--- src/rtl/cr16_cond_unit.sv ---
// CR16 condition unit: holds the PSR flags, evaluates 4-bit condition codes
// and queues taken/not-taken results for the fetch/branch logic.
module cr16_cond_unit #(
  parameter int DEPTH   = 2,
  parameter int FORWARD = 1
) (
  input  logic       I_CLK,
  input  logic       I_NRESET,
  input  logic [4:0] I_STATUS,
  input  logic       I_STATUS_WE,
  input  logic [4:0] I_PSR_WDATA,
  input  logic       I_PSR_LOAD,
  input  logic [3:0] I_COND,
  input  logic       I_COND_VALID,
  output logic       O_COND_READY,
  output logic       O_TAKE_VALID,
  output logic       O_TAKE,
  input  logic       I_TAKE_READY,
  output logic [4:0] O_PSR,
  output logic [2:0] O_COUNT
);

  localparam logic [2:0] DEPTH_C = 3'(DEPTH);
  localparam logic [1:0] LAST_C  = 2'(DEPTH - 1);

  // Flag vector layout is {N,Z,F,L,C}.
  function automatic logic cond_eval(input logic [3:0] cc, input logic [4:0] f);
    logic n, z, fl, l, c;
    logic r;
    n  = f[4];
    z  = f[3];
    fl = f[2];
    l  = f[1];
    c  = f[0];
    case (cc)
      4'b0000: r = z;
      4'b0001: r = !z;
      4'b0010: r = c;
      4'b0011: r = !c;
      4'b0100: r = l;
      4'b0101: r = !l;
      4'b0110: r = n;
      4'b0111: r = !n;
      4'b1000: r = fl;
      4'b1001: r = !fl;
      4'b1010: r = !l && !z;
      4'b1011: r = l || z;
      4'b1100: r = !n && !z;
      4'b1101: r = n || z;
      4'b1110: r = 1'b1;
      default: r = 1'b0;
    endcase
    return r;
  endfunction

  logic [4:0] psr;
  logic [4:0] psr_next;
  logic       psr_wr;
  logic [4:0] flags_eff;
  logic [2:0] cnt;
  logic [1:0] rd_ptr;
  logic [1:0] wr_ptr;
  logic [3:0] take_mem;
  logic       push;
  logic       pop;
  logic       cond_p0;

  // Stage p0: flag selection and condition evaluation in the accept cycle
  assign psr_wr    = I_PSR_LOAD || I_STATUS_WE;
  assign psr_next  = I_PSR_LOAD ? I_PSR_WDATA : I_STATUS;
  assign flags_eff = ((FORWARD != 0) && psr_wr) ? psr_next : psr;
  assign cond_p0   = cond_eval(I_COND, flags_eff);

  assign O_COND_READY = (cnt < DEPTH_C);
  assign push         = I_COND_VALID && O_COND_READY;
  assign O_TAKE_VALID = (cnt != 3'd0);
  assign pop          = O_TAKE_VALID && I_TAKE_READY;

  always_ff @(posedge I_CLK or negedge I_NRESET) begin
    if (!I_NRESET) begin
      psr    <= 5'b00000;
      cnt    <= 3'd0;
      rd_ptr <= 2'd0;
      wr_ptr <= 2'd0;
    end else begin
      if (psr_wr) psr <= psr_next;
      if (push) wr_ptr <= (wr_ptr == LAST_C) ? 2'd0 : wr_ptr + 2'd1;
      if (pop)  rd_ptr <= (rd_ptr == LAST_C) ? 2'd0 : rd_ptr + 2'd1;
      case ({push, pop})
        2'b10:   cnt <= cnt + 3'd1;
        2'b01:   cnt <= cnt - 3'd1;
        default: cnt <= cnt;
      endcase
    end
  end

  // Stage p1: result storage; entries are qualified by the count, so no reset
  always_ff @(posedge I_CLK) begin
    if (push) take_mem[wr_ptr] <= cond_p0;
  end

  assign O_TAKE  = O_TAKE_VALID && take_mem[rd_ptr];
  assign O_PSR   = psr;
  assign O_COUNT = cnt;

endmodule

--- config.mk ---
export PLATFORM = sky130hd
export DESIGN_NAME = cr16_cond_unit
export DESIGN_NICKNAME = d
export VERILOG_FILES = /design/src/rtl/cr16_cond_unit.sv
export SDC_FILE = /design/constraint.sdc
export NUM_CORES = 1
export LEC_CHECK = 0
export CAP_MARGIN = 10
export CORE_UTILIZATION = 61
export DETAILED_ROUTE_END_ITERATION = 12
export DONT_BUFFER_PORTS = 1
export PLACE_DENSITY = 0.77
export RECOVER_POWER = 50
export SLEW_MARGIN = 20
export SYNTH_ARGS = -nofsm -noshare
export SYNTH_HDL_FRONTEND = slang
export SYNTH_SLANG_ARGS = --single-unit
--- constraint.sdc ---
create_clock -name I_CLK -period 2.3 [get_ports I_CLK]
set_input_delay 0.23 -clock I_CLK [delete_from_list [all_inputs] [get_ports I_CLK]]
set_output_delay 0.23 -clock I_CLK [all_outputs]
set_load 0.05 [all_outputs]
==> out/metrics.yaml <==
outcome:
  status: "finished clean"
placement:
  place_area_um2: 1100
  port_buffers: 0
  dp.final_hpwl_um: 1680
  finalWeightedCongestion: 0.793
worst_hold_path:
  hold_class: "in -> reg"
  min_from: "I_COND_VALID"
  hold_depth: 1
  whs_endpoint: "wr_ptr[1]"
detailed_routing:
  ant_nets: 0
  firstDrtPassIters: 4
  routed_wl_um: 2020
  drc: 0
  viasPerCell: 6.22
  first_iter_violations: 18
  vias: 759
  wire_per_inst_um: 16.6
critical_path:
  crit_path_end_kind: "flip-flop"
  r2r-start: "O_PSR[4]"
  worstPathArrival_ns: 2.00
  critPathKind: "reg -> reg"
  rr_endpoint: "take_mem[2]"
  critical_path_peak_fanout: 4
  worstPathRequired_ns: 2.30
  r2r_setup_slack_ns: 0.30
  startpoint_type: "flip-flop"
  reg2regPathDepth: 5
power_and_ir_drop:
  p_per_area_nw_per_um2: 1080
  peakVddDrop_mv: 1.06
  leakagePower_nw: 0.482
  p_total_mw: 1.21
die:
  die_h_um: 42.8
  ioPinCount: 31
  num_rows: 14
  die_x_um: 42.8
  initial_core_util: 0.665
  dieArea_um2: 1830
  design.core.area_um2: 1520
final_layout:
  stdcell_area_um2: 1120
  regArea_um2: 423
  area_growth_pct: 10.1
  multi_input_area_um2: 539
  finalNetCount: 129
  fillers: 123
  drive_above_1_share: 0.189
  diodes: 0
clocking:
  htreeDepth: 1
  clk_latency_ns: 0.29
  clk_path_buf_depth: 2
  clock_sinks: 16
  cts_tree: "done"
  numCtsBuffers: 3
  cts-root-buf: "clkbuf_4"
  clkTransAtPathRegs_ns: 0.10
sta:
  slew_violations: 0
  post-route-period-util: 0.869
  hold_viol: 0
  setup_viol: 0
  slew_headroom: 0.569
  rsz0062_at_grt: "false"
  fin_skew_ns: 0.00439
  worst_slew_pin_slew_ns: 0.646
  max_freq_mhz: 500
  setup_tns_ns: 0
  fin_crit_ns: 2.00
synthesis:
  synth-seq-cells: 16
  synth.most_common_cell: "dfrtp_1"
  syn_nets: 117
  synth_cell_types: 41
  synthTopCellsByArea: "dfrtp_1 (30%), edfxtp_1 (12%), mux4_2 (6.7%), mux2i_1 (5.9%), inv_1 (4.1%)"
  syn_inst: 95
  syn_avg_cell_area_um2: 10.7
  async_reset_ff_frac: 0.750
  netlist_top_cells_count: "dfrtp_1 (12), inv_1 (11), nor2_1 (7)"
  synth-edff-count: 4
  syn_area_um2: 1010
  seq_area_frac_synth: 0.415
  synth_top_area_cell: "dfrtp_1"
  synth_ff_type: "dfrtp_1"
  yosys_warnings: 0
  synth_top_area_share: 0.296
global_routing:
  gr-total-overflow: 0
  first_global_vias: 815
  grt_pass1_wl_um: 3440
  grt_max_degree: 13
  grt.total_usage: 0.250
  grt_antenna_before_repair: 0
run:
  cap_violations: 0
[cells by family after synthesis]
kind of cell | share of synthesized area
mux | 0.189
buf+inv | 0.0642
flops | 0.415
simple gates | 0.146
fa+ha+maj | 0.0321
xor+xnor | 0.0519
compound gates | 0.102
[timing repair]
action	in CTS	in global routing
resized for setup	0	0
hold buffers	1	0
endpoints found under the hold margin	12	0
setup buffers	0	0
[routing by layer]
metal / vias to the layer above / part of all wire / global-route usage
li1: 356 / - / -
met1: 368 / 0.42 / 0.320
met2: 33 / 0.51 / 0.436
met3: 2 / 0.066 / 0.0340
met4: 0 / 0.0094 / 0.0750
met5: - / 0 / 0
[worst max-delay path by stage]
stage	start	endpoint	slack, ns
2_1_floorplan	O_COUNT[0]	O_COUNT[2]	0.04
3_3_place_gp	O_PSR[4]	take_mem[0]	0.38
3_5_place_dp	O_COUNT[0]	O_COUNT[2]	0.31
4_1_cts	O_COUNT[0]	O_COUNT[2]	0.28
5_1_grt	O_COUNT[0]	O_COUNT[2]	0.18
6_report	O_PSR[4]	take_mem[2]	0.30
[metrics by stage]
step                 util  instances  hold WS, ns  setup WS [ns]
floorplan               -         95      -0.0656         0.0352
global placement    0.721        117      -0.0653          0.382
detailed placement  0.721        117      -0.0652          0.307
CTS                 0.745        122       0.0204          0.282
global route        0.732        122       0.0208          0.181
finish              0.732        122       0.0264          0.300
[critical path, cell delays in order (launching register included)]
cell	delay (ns)
dfrtp_1	0.39
mux2_1	0.30
mux4_2	0.48
xor2_1	0.16
a31oi_1	0.17
nand4_1	0.20
[cell usage in the layout (no fill, tap or decap), types with 3 or more instances in the layout]
master    count
inv_1        11
mux2i_1       6
nand2b_1      3
edfxtp_1      4
nor3_1        3
dfrtp_1      10
xor2_1        4
clkbuf_4      3
buf_4         5
mux2_1        3
mux4_2        3
a21oi_1       3
clkbuf_1      4
nor2_1        6
[registers in the layout, indices dropped and copies added, names as in the netlist]
register	cells
O_PSR	5
take_mem	4
O_COUNT	3
rd_ptr	2
wr_ptr	2
[layout make-up]
cell class                 count  share of cell area
multi-input combinational     64               0.483
sequential                    16               0.379
timing repair buffer          10              0.0561
inverter                      12              0.0404
clock buffer                   3              0.0202
tap                           16              0.0179
clock inverter                 1             0.00336
[report_power, final]
| part | total [mW] | internal, mW | switching [mW] |
|---|---|---|---|
| Combinational | 0.622 | 0.201 | 0.421 |
| Sequential | 0.431 | 0.372 | 0.0594 |
| Clock | 0.157 | 0.0631 | 0.0935 |
Power figures use the tool's default switching activity.
